**src/rtl/scene_pkg.sv**
```systemverilog
// Scene codes and key constants shared by the sequencer, the sprite stages and the color mapper.
package scene_pkg;

    typedef enum logic [3:0] {
        ST_TITLE        = 4'd0,
        ST_ROOM         = 4'd2,
        ST_BATTLE_MENU  = 4'd3,
        ST_BATTLE_DODGE = 4'd4,
        ST_FLOWER       = 4'd5,
        ST_GAMEOVER     = 4'd6,
        ST_WIN          = 4'd7
    } status_t;

    localparam logic [7:0]  KEY_NONE      = 8'h00;
    localparam logic [7:0]  KEY_ENTER     = 8'h28;
    localparam logic [11:0] FRAME_CNT_MAX = 12'hFFF;

endpackage

```
**src/rtl/frame_tick_sync.sv**
```systemverilog
// Brings the asynchronous frame strobe into the Clk domain as a one-cycle tick per rising edge.
module frame_tick_sync (
    input  logic Clk,
    input  logic Reset,
    input  logic frame_clk,
    output logic tick
);

    logic       sync1_q, sync1_d;
    logic       sync2_q, sync2_d;
    logic       dly_q, dly_d;
    logic [1:0] fill_q, fill_d;

    always_comb begin
        sync1_d = frame_clk;
        sync2_d = sync1_q;
        dly_d   = sync2_q;
        fill_d  = (fill_q == 2'd3) ? fill_q : fill_q + 2'd1;
    end

    always_ff @(posedge Clk or posedge Reset) begin
        if (Reset) begin
            sync1_q <= 1'b0;
            sync2_q <= 1'b0;
            dly_q   <= 1'b0;
            fill_q  <= 2'd0;
        end else begin
            sync1_q <= sync1_d;
            sync2_q <= sync2_d;
            dly_q   <= dly_d;
            fill_q  <= fill_d;
        end
    end

    // Edges are only trusted once the whole chain holds sampled data, so a strobe
    // that is already high at reset release is not mistaken for a new frame.
    assign tick = sync2_q & ~dly_q & (fill_q == 2'd3);

endmodule

```
**src/rtl/scene_sequencer.sv**
```systemverilog
// Game-flow FSM: drives the scene status code, per-scene frame count and a scene-start pulse.
module scene_sequencer
    import scene_pkg::*;
#(
    parameter int unsigned FLOWER_FRAMES = 360,
    parameter int unsigned GAMEOVER_LOCK = 60,
    parameter logic [7:0]  CONFIRM_KEY   = KEY_ENTER
) (
    input  logic        Clk,
    input  logic        Reset,
    input  logic        frame_clk,
    input  logic [7:0]  keycode,
    input  logic        encounter,
    input  logic        dodge_done,
    input  logic        enemy_defeated,
    input  logic [7:0]  player_hp,
    output logic [3:0]  status,
    output logic [11:0] frame_cnt,
    output logic        scene_start
);

    logic        tick;
    logic        confirm;
    logic        trans;
    logic [3:0]  status_q, status_d;
    logic [11:0] frame_cnt_q, frame_cnt_d;
    logic        scene_start_q, scene_start_d;
    logic [7:0]  key_prev_q, key_prev_d;
    logic        key_armed_q, key_armed_d;

    frame_tick_sync u_tick (
        .Clk       (Clk),
        .Reset     (Reset),
        .frame_clk (frame_clk),
        .tick      (tick)
    );

    // A key held through reset must be released once before it can confirm.
    assign confirm = (keycode == CONFIRM_KEY) && (key_prev_q != CONFIRM_KEY) && key_armed_q;

    always_comb begin
        status_d = status_q;
        case (status_q)
            ST_TITLE:        if (confirm) status_d = ST_ROOM;
            ST_ROOM:         if (encounter) status_d = ST_FLOWER;
            ST_FLOWER:       if (tick && frame_cnt_q == 12'(FLOWER_FRAMES - 1)) status_d = ST_BATTLE_MENU;
            ST_BATTLE_MENU:  if (confirm) status_d = ST_BATTLE_DODGE;
            ST_BATTLE_DODGE: begin
                if (player_hp == 8'd0)                status_d = ST_GAMEOVER;
                else if (dodge_done && enemy_defeated) status_d = ST_WIN;
                else if (dodge_done)                   status_d = ST_BATTLE_MENU;
            end
            ST_GAMEOVER:     if (confirm && frame_cnt_q >= 12'(GAMEOVER_LOCK)) status_d = ST_TITLE;
            ST_WIN:          if (confirm) status_d = ST_TITLE;
            default:         status_d = ST_TITLE;
        endcase
    end

    always_comb begin
        trans         = (status_d != status_q);
        scene_start_d = trans;
        key_prev_d    = keycode;
        key_armed_d   = key_armed_q | (keycode != CONFIRM_KEY);
        if (trans)
            frame_cnt_d = 12'd0;
        else if (tick && frame_cnt_q != FRAME_CNT_MAX)
            frame_cnt_d = frame_cnt_q + 12'd1;
        else
            frame_cnt_d = frame_cnt_q;
    end

    always_ff @(posedge Clk or posedge Reset) begin
        if (Reset) begin
            status_q      <= ST_TITLE;
            frame_cnt_q   <= 12'd0;
            scene_start_q <= 1'b0;
            key_prev_q    <= KEY_NONE;
            key_armed_q   <= 1'b0;
        end else begin
            status_q      <= status_d;
            frame_cnt_q   <= frame_cnt_d;
            scene_start_q <= scene_start_d;
            key_prev_q    <= key_prev_d;
            key_armed_q   <= key_armed_d;
        end
    end

    assign status      = status_q;
    assign frame_cnt   = frame_cnt_q;
    assign scene_start = scene_start_q;

endmodule

```
**config.mk**
```make
export PLATFORM = sky130hd
export DESIGN_NAME = scene_sequencer
export DESIGN_NICKNAME = d
export VERILOG_FILES = /design/src/rtl/scene_pkg.sv /design/src/rtl/frame_tick_sync.sv /design/src/rtl/scene_sequencer.sv
export SDC_FILE = /design/constraint.sdc
export NUM_CORES = 1
export LEC_CHECK = 0
export ABC_AREA = 1
export CAP_MARGIN = 5
export CORE_MARGIN = 2
export CORE_UTILIZATION = 40
export CTS_BUF_LIST = sky130_fd_sc_hd__clkbuf_8 sky130_fd_sc_hd__clkbuf_16
export CTS_CLUSTER_SIZE = 12
export DETAILED_ROUTE_END_ITERATION = 8
export PLACE_DENSITY = 0.66
export SLEW_MARGIN = 20
export SYNTH_ARGS = -nofsm -noshare
export SYNTH_HDL_FRONTEND = slang
export SYNTH_SLANG_ARGS = --single-unit
```
**constraint.sdc**
```tcl
create_clock -name Clk -period 4.6 [get_ports Clk]
set_clock_uncertainty 0.1 [all_clocks]
set_input_delay 0.92 -clock Clk [delete_from_list [all_inputs] [get_ports Clk]]
set_output_delay 0.92 -clock Clk [all_outputs]
set_load 0.1 [all_outputs]
```
==> results.yml, run 1 <==
status:
  status: "completed"
critical_path:
  path_cells: "clkdlybuf4s50_1"
  required_ns: 3.58
  cpPeakStageDelay_ns: 1.18
  crit_type: "reg -> out"
  end_kind: "output pin"
  path_max_fanout: 8
  rrSetupSlack_ns: 2.57
  cp_top_family: "buffers and inverters"
  crit_path_top_delay_cell: "clkdlybuf4s50_1"
  arrival_ns: 1.95
  path_buf_inv: 1
  start_kind: "register"
power:
  power_density_nw_per_um2: 279
  swShare_pct: 23.5
  intPower_mw: 0.481
  seqPwrFrac_pct: 45.0
  ir_worst_vdd_v: 0.000185
  p_total_mw: 0.628
  p_clk_share_pct: 44.7
  power.combinational.fraction_pct: 10.3
  leakage_nw: 1.03
  switchingPower_mw: 0.147
grt:
  grt_pass1_wl_um: 6120
  grt_util_met1_pct: 19.4
  grt_overflow: 0
  grt_usage_pct: 15.9
  busiest_layer: "met2"
  grt_pass1_vias: 1427
  grt_max_degree: 32
  grt_util_met2_pct: 26.2
  grtUsageMet3_pct: 4.53
  antenna_found_initial: 0
timing:
  fmax_ghz: 0.337
  hold_viol: 0
  rsz0062_at_grt: "no"
  slew_headroom_pct: 35.0
  worst_slew_pin_slew_ns: 0.972
  drv_slew: 0
  setup-tns-final_ns: 0
  period_needed_ns: 2.97
  finalSetupViolCount: 0
  postLayoutSetupSlackWorst_ns: 1.63
  fin_crit_sh_pct: 64.6
cts:
  cts_sinks: 31
  htreeDepth: 2
  post_cts_buffers: 0
  tritoncts: "yes"
  clk_path_buf_depth: 2
  clk_pin_slew_worst_paths_ns: 0.07
  cts_resized: 0
  numCtsBuffers: 5
  clk_latency_ns: 0.29
  cts_root_buffer: "clkbuf_8"
  cts_hold_buffers: 0
logic_synthesis:
  synthDistinctLibCells: 23
  syn_inst: 218
  yosysWarnings: 0
  avgSynthCellArea_sq_um: 7.75
  yosysSeqAreaShare_pct: 45.9
  ys_ff_latch: 31
  syn_nets: 243
  syn_area_sq_um: 1690
place:
  gp_congestion: 0.807
  dpl_cell_area_sq_um: 2130
  hpwl_um: 2530
  portBuffers: 38
  place_ws_ns: 1.70
route:
  dr.first_iter.drc_count: 85
  post_drt_wl_per_cell_um: 10.8
  vias: 1418
  drc: 0
  ant_nets: 0
  firstDrtPassIters: 4
  viasPerCell: 4.52
  routed_wl_um: 3380
final_layout:
  antennaDiodeCount: 0
  design_area_sq_um: 2250
  fin_nets: 288
  areaGrowthSynthToFinish_pct: 32.9
  drive_above_1_share_pct: 14.4
  finalCoreUtilization_pct: 55.8
die:
  rows: 23
  fp.dieW_um: 69.0
  initial_core_util_pct: 42.0
  die_area_sq_um: 4760
  die_y_um: 69.0
  design.portCount: 39
  core_sq_um: 4030
hold_path:
  hp-class: "reg -> reg"
run:
  drv_cap: 0
[state kept, by name (all words and copies together) (netlist names)]
name            flops
frame_cnt          12
key_prev_q          8
status              4
u_tick.fill_q       2
key_armed_q         1
scene_start         1
u_tick.dly_d        1
u_tick.dly_q        1
u_tick.sync1_q      1
[stage by stage]
stage / cells / hold slack (ns)
floorplan: 218 / 0.231
global placement: 306 / 0.233
detailed placement: 306 / 0.235
CTS: 314 / 0.249
global route: 314 / 0.261
finish: 314 / 0.247
[path summary, 6_finish.rpt]
path | startpoint | end | cells after the start
max | status[0]$_DFF_PP0_ | status[0] | 1
min | u_tick.sync1_q$_DFF_PP0_ | u_tick.dly_d$_DFF_PP0_ | 0
max reg2reg | u_tick.fill_q[0]$_DFFE_PP0N_ | frame_cnt[7]$_DFFE_PP0P_ | 12
min reg2reg | u_tick.sync1_q$_DFF_PP0_ | u_tick.dly_d$_DFF_PP0_ | 0
max in group asynchronous | Reset | frame_cnt[2]$_DFFE_PP0P_ | 3
min in group asynchronous | Reset | status[0]$_DFF_PP0_ | 3
[placed cells by master, fill, tap and decap left out]
master / n
a21oi_2: 1
buf_4: 1
bufinv_16: 1
clkbuf_8: 6
clkdlybuf4s50_1: 38
clkinv_1: 2
clkinv_2: 1
conb_1: 1
dfrtp_1: 31
ha_1: 3
inv_1: 30
inv_2: 6
mux2_2: 1
nand2_1: 43
nand2_2: 5
nand3_1: 19
nand3_2: 1
nand3b_1: 1
nand4_1: 3
nor2_1: 37
nor2_2: 12
nor3_1: 4
nor3_2: 3
o21ai_0: 2
o21ai_1: 1
xnor2_1: 1
xor2_1: 10
[power by group through the flow]
stage               sequential [mW]  clock (mW)  combinational (mW)
floorplan                     0.303           0              0.0214
global placement              0.288           0              0.0652
detailed placement            0.288           0              0.0658
CTS                           0.283       0.285              0.0662
global route                  0.283       0.299              0.0715
finish                        0.283       0.281              0.0647
[routing by layer]
metal,up-vias,share of wire [%]
met5,-,0
met2,31,48
li1,750,-
met4,0,2.1
met1,628,45
met3,9,4.3
[cells by family after synthesis]
group | count (synthesis) | synth area share [%]
simple gates | 128 | 34.8
buf+inv | 39 | 9.10
flops | 31 | 45.9
xor+xnor | 11 | 5.70
compound gates | 4 | 1.41
fa+ha+maj | 3 | 2.22
other cells | 1 | 0.222
mux | 1 | 0.666
[final cells by class]
class,count,area (sq um)
repair buffers,39,388
flip-flops and latches,31,776
fillers,407,1780
multi-input cells,148,761
well taps,50,62.6
clock buffers,6,82.6
clock inverters,2,35.0
inverters,38,143
[cell usage after synthesis]
cell / n / area share, %
a21oi_2: 1 / 0.52
buf_6: 1 / 0.67
clkinv_1: 2 / 0.44
conb_1: 1 / 0.22
dfrtp_1: 31 / 46
ha_1: 3 / 2.2
inv_1: 30 / 6.7
inv_2: 6 / 1.3
mux2_2: 1 / 0.67
nand2_1: 43 / 9.5
nand2_2: 5 / 1.9
nand3_1: 19 / 5.6
nand3_2: 1 / 0.59
nand3b_1: 1 / 0.44
nand4_1: 3 / 1.1
nor2_1: 37 / 8.2
nor2_2: 12 / 4.4
nor3_1: 4 / 1.2
nor3_2: 3 / 1.8
o21ai_0: 2 / 0.59
o21ai_1: 1 / 0.30
xnor2_1: 1 / 0.52
xor2_1: 10 / 5.2
No activity file was read; power rests on OpenSTA's default activity.
==> run 2: changes to the inputs <==
Settings changed: PLACE_DENSITY 0.66 to 0.69.
Clock period 4.6 ns to 2.6 ns, I/O delays scaled along.
==> run 2 against run 1 <==
Design area decreased by 1.9%. Final cell count unchanged. Power increased by 77%. Non-clock buffer count unchanged. First-iteration DRC count decreased by 32%. Hold slack improved by 0.0066 ns. Global-route usage increased by 0.73 points. Flip-flop and latch count unchanged. Combinational power increased by 78%. Wire length increased by 3.0%. Worst setup slack got worse by 1.2 ns. Critical path depth increased by 13. Critical endpoint is now frame_cnt[7]$_DFFE_PP0P_.
==> results.yml, run 2 (synthesis gave the netlist of run 1 again) <==
status:
  status: "completed"
route:
  viasPerCell: 4.64
  dr_wl_met3_um: 182
  met2WireLength_um: 1670
  vias: 1458
  firstDrtPassIters: 6
  met1_length_um: 1570
  ant_nets: 0
  routed_wl_um: 3480
  post_drt_wl_per_cell_um: 11.1
  dr.first_iter.drc_count: 58
  drc: 0
  highest_layer: "met4"
final_layout:
  seqCellArea_sq_um: 776
  layout_common_cells: "nand2_1 (43), nor2_1 (37), dfrtp_1 (31)"
  layout_commonest_cell: "nand2_1"
  fin_nets: 288
  design_area_sq_um: 2200
  fillers: 392
  layout.cells.non_filler: 314
  multi_input_comb_area_sq_um: 761
  antennaDiodeCount: 0
  drive_above_1_share_pct: 20.8
  largest_reg_flops: 12
  areaGrowthSynthToFinish_pct: 30.4
grt:
  grt_usage_pct: 16.6
  antenna_found_initial: 0
  grt_overflow: 0
  grt_pass1_wl_um: 6350
  grt_max_degree: 22
  grt_pass1_vias: 1467
cts:
  cts_hold_buffers: 0
  clk_path_buf_depth: 2
  numCtsBuffers: 5
  cts_sinks: 31
  post_cts_buffers: 0
  cts_resized: 0
  tritoncts: "yes"
  htreeDepth: 2
  clk_pin_slew_worst_paths_ns: 0.07
  clk_latency_ns: 0.29
  cts_root_buffer: "clkbuf_8"
timing:
  fmax_ghz: 0.454
  setup-tns-final_ns: 0
  drv_slew: 0
  holdWs_ns: 0.254
  finalSetupViolCount: 0
  postLayoutSetupSlackWorst_ns: 0.395
  period_needed_ns: 2.20
  rsz0062_at_grt: "no"
  fin_crit_sh_pct: 84.8
  hold_viol: 0
critical_path:
  end_kind: "register"
  arrival_ns: 2.27
  path_cells: "clkdlybuf4s50_1 -> inv_1 -> nor2_1 -> nand2_1 -> nor2_1 -> nand3_1 -> nand2_1 -> nand2_1 -> nor2_1 -> nand2_1 -> nand2_1 -> nand2_1 -> nand2_2 -> nor2_1"
  reg2reg_depth: 12
  r2r_start: "u_tick.fill_q[0]$_DFFE_PP0N_"
  critPathMostFrequentCell: "nand2_1"
  crit_path_top_delay_cell: "clkdlybuf4s50_1"
  cpPeakStageDelay_ns: 0.47
  start_kind: "input port"
  rrSetupSlack_ns: 0.52
  required_ns: 2.66
  reg2reg_to: "frame_cnt[7]$_DFFE_PP0P_"
  crit_type: "in -> reg"
  path_max_fanout: 13
hold_path:
  hp-class: "reg -> reg"
  hold_depth: 0
  whs_endpoint: "u_tick.dly_d$_DFF_PP0_"
  hold_start: "u_tick.sync1_q$_DFF_PP0_"
place:
  place_ws_ns: 0.0783
  dpl_cell_area_sq_um: 2090
  hpwl_um: 2630
  dp.cells: 306
  gp_congestion: 0.833
  portBuffers: 38
power:
  leakage_nw: 1.06
  power_density_nw_per_um2: 504
  ir_worst_vdd_v: 0.000394
die:
  core_sq_um: 4030
  initial_core_util_pct: 42.0
  design.portCount: 39
  fp.dieW_um: 69.0
  die_area_sq_um: 4760
  die_y_um: 69.0
  rows: 23
run:
  drv_cap: 0
run 2: cell types whose count changed in the layout (fill, tap and decap cells not counted), sizes merged:
cell / change
buf: +17
clkdlybuf4s50: -17
run 2: worst max-delay path by stage:
stage | to | slack, ns | startpoint | cells past startpoint
global route | frame_cnt[6]$_DFFE_PP0P_ | 0.16 | keycode[3] | 14
global placement | frame_cnt[6]$_DFFE_PP0P_ | 0.13 | keycode[3] | 14
detailed placement | frame_cnt[7]$_DFFE_PP0P_ | 0.08 | keycode[3] | 14
floorplan | frame_cnt[3]$_DFFE_PP0P_ | 0.15 | frame_cnt[0]$_DFFE_PP0P_ | 13
finish | frame_cnt[7]$_DFFE_PP0P_ | 0.40 | keycode[3] | 14
CTS | frame_cnt[7]$_DFFE_PP0P_ | 0.40 | keycode[3] | 14
run 2: critical path, delay by kind of cell:
kind / cells / cell delay, ns
buf+inv: 2 / 0.52
simple gates: 12 / 1.22
run 2: power by group:
group	switching, mW	internal, mW	leakage, nW
clock	0.186	0.310	0.0612
combinational	0.0700	0.0446	0.615
sequential	0.00587	0.495	0.387
total	0.262	0.849	1.06
run 2: area by class of cell:
class | instances | area share [%]
Inverter | 38 | 6.47
Tap cell | 50 | 2.84
Sequential cell | 31 | 35.2
Clock inverter | 2 | 1.59
Clock buffer | 6 | 3.75
Multi-Input combinational cell | 148 | 34.5
Timing Repair Buffer | 39 | 15.7
run 2: metrics by stage:
| stage | utilization (%) | total power [mW] |
|---|---|---|
| floorplan | - | 0.574 |
| global placement | 51.8 | 0.624 |
| detailed placement | 51.8 | 0.625 |
| CTS | 54.7 | 1.13 |
| global route | 54.7 | 1.16 |
| finish | 54.7 | 1.11 |
run 2: layer usage:
metal | up-vias | track usage, %
li1 | 751 | -
met3 | 6 | 6.43
met2 | 29 | 26.1
met4 | 0 | 6.54
met1 | 672 | 20.5
met5 | - | 0
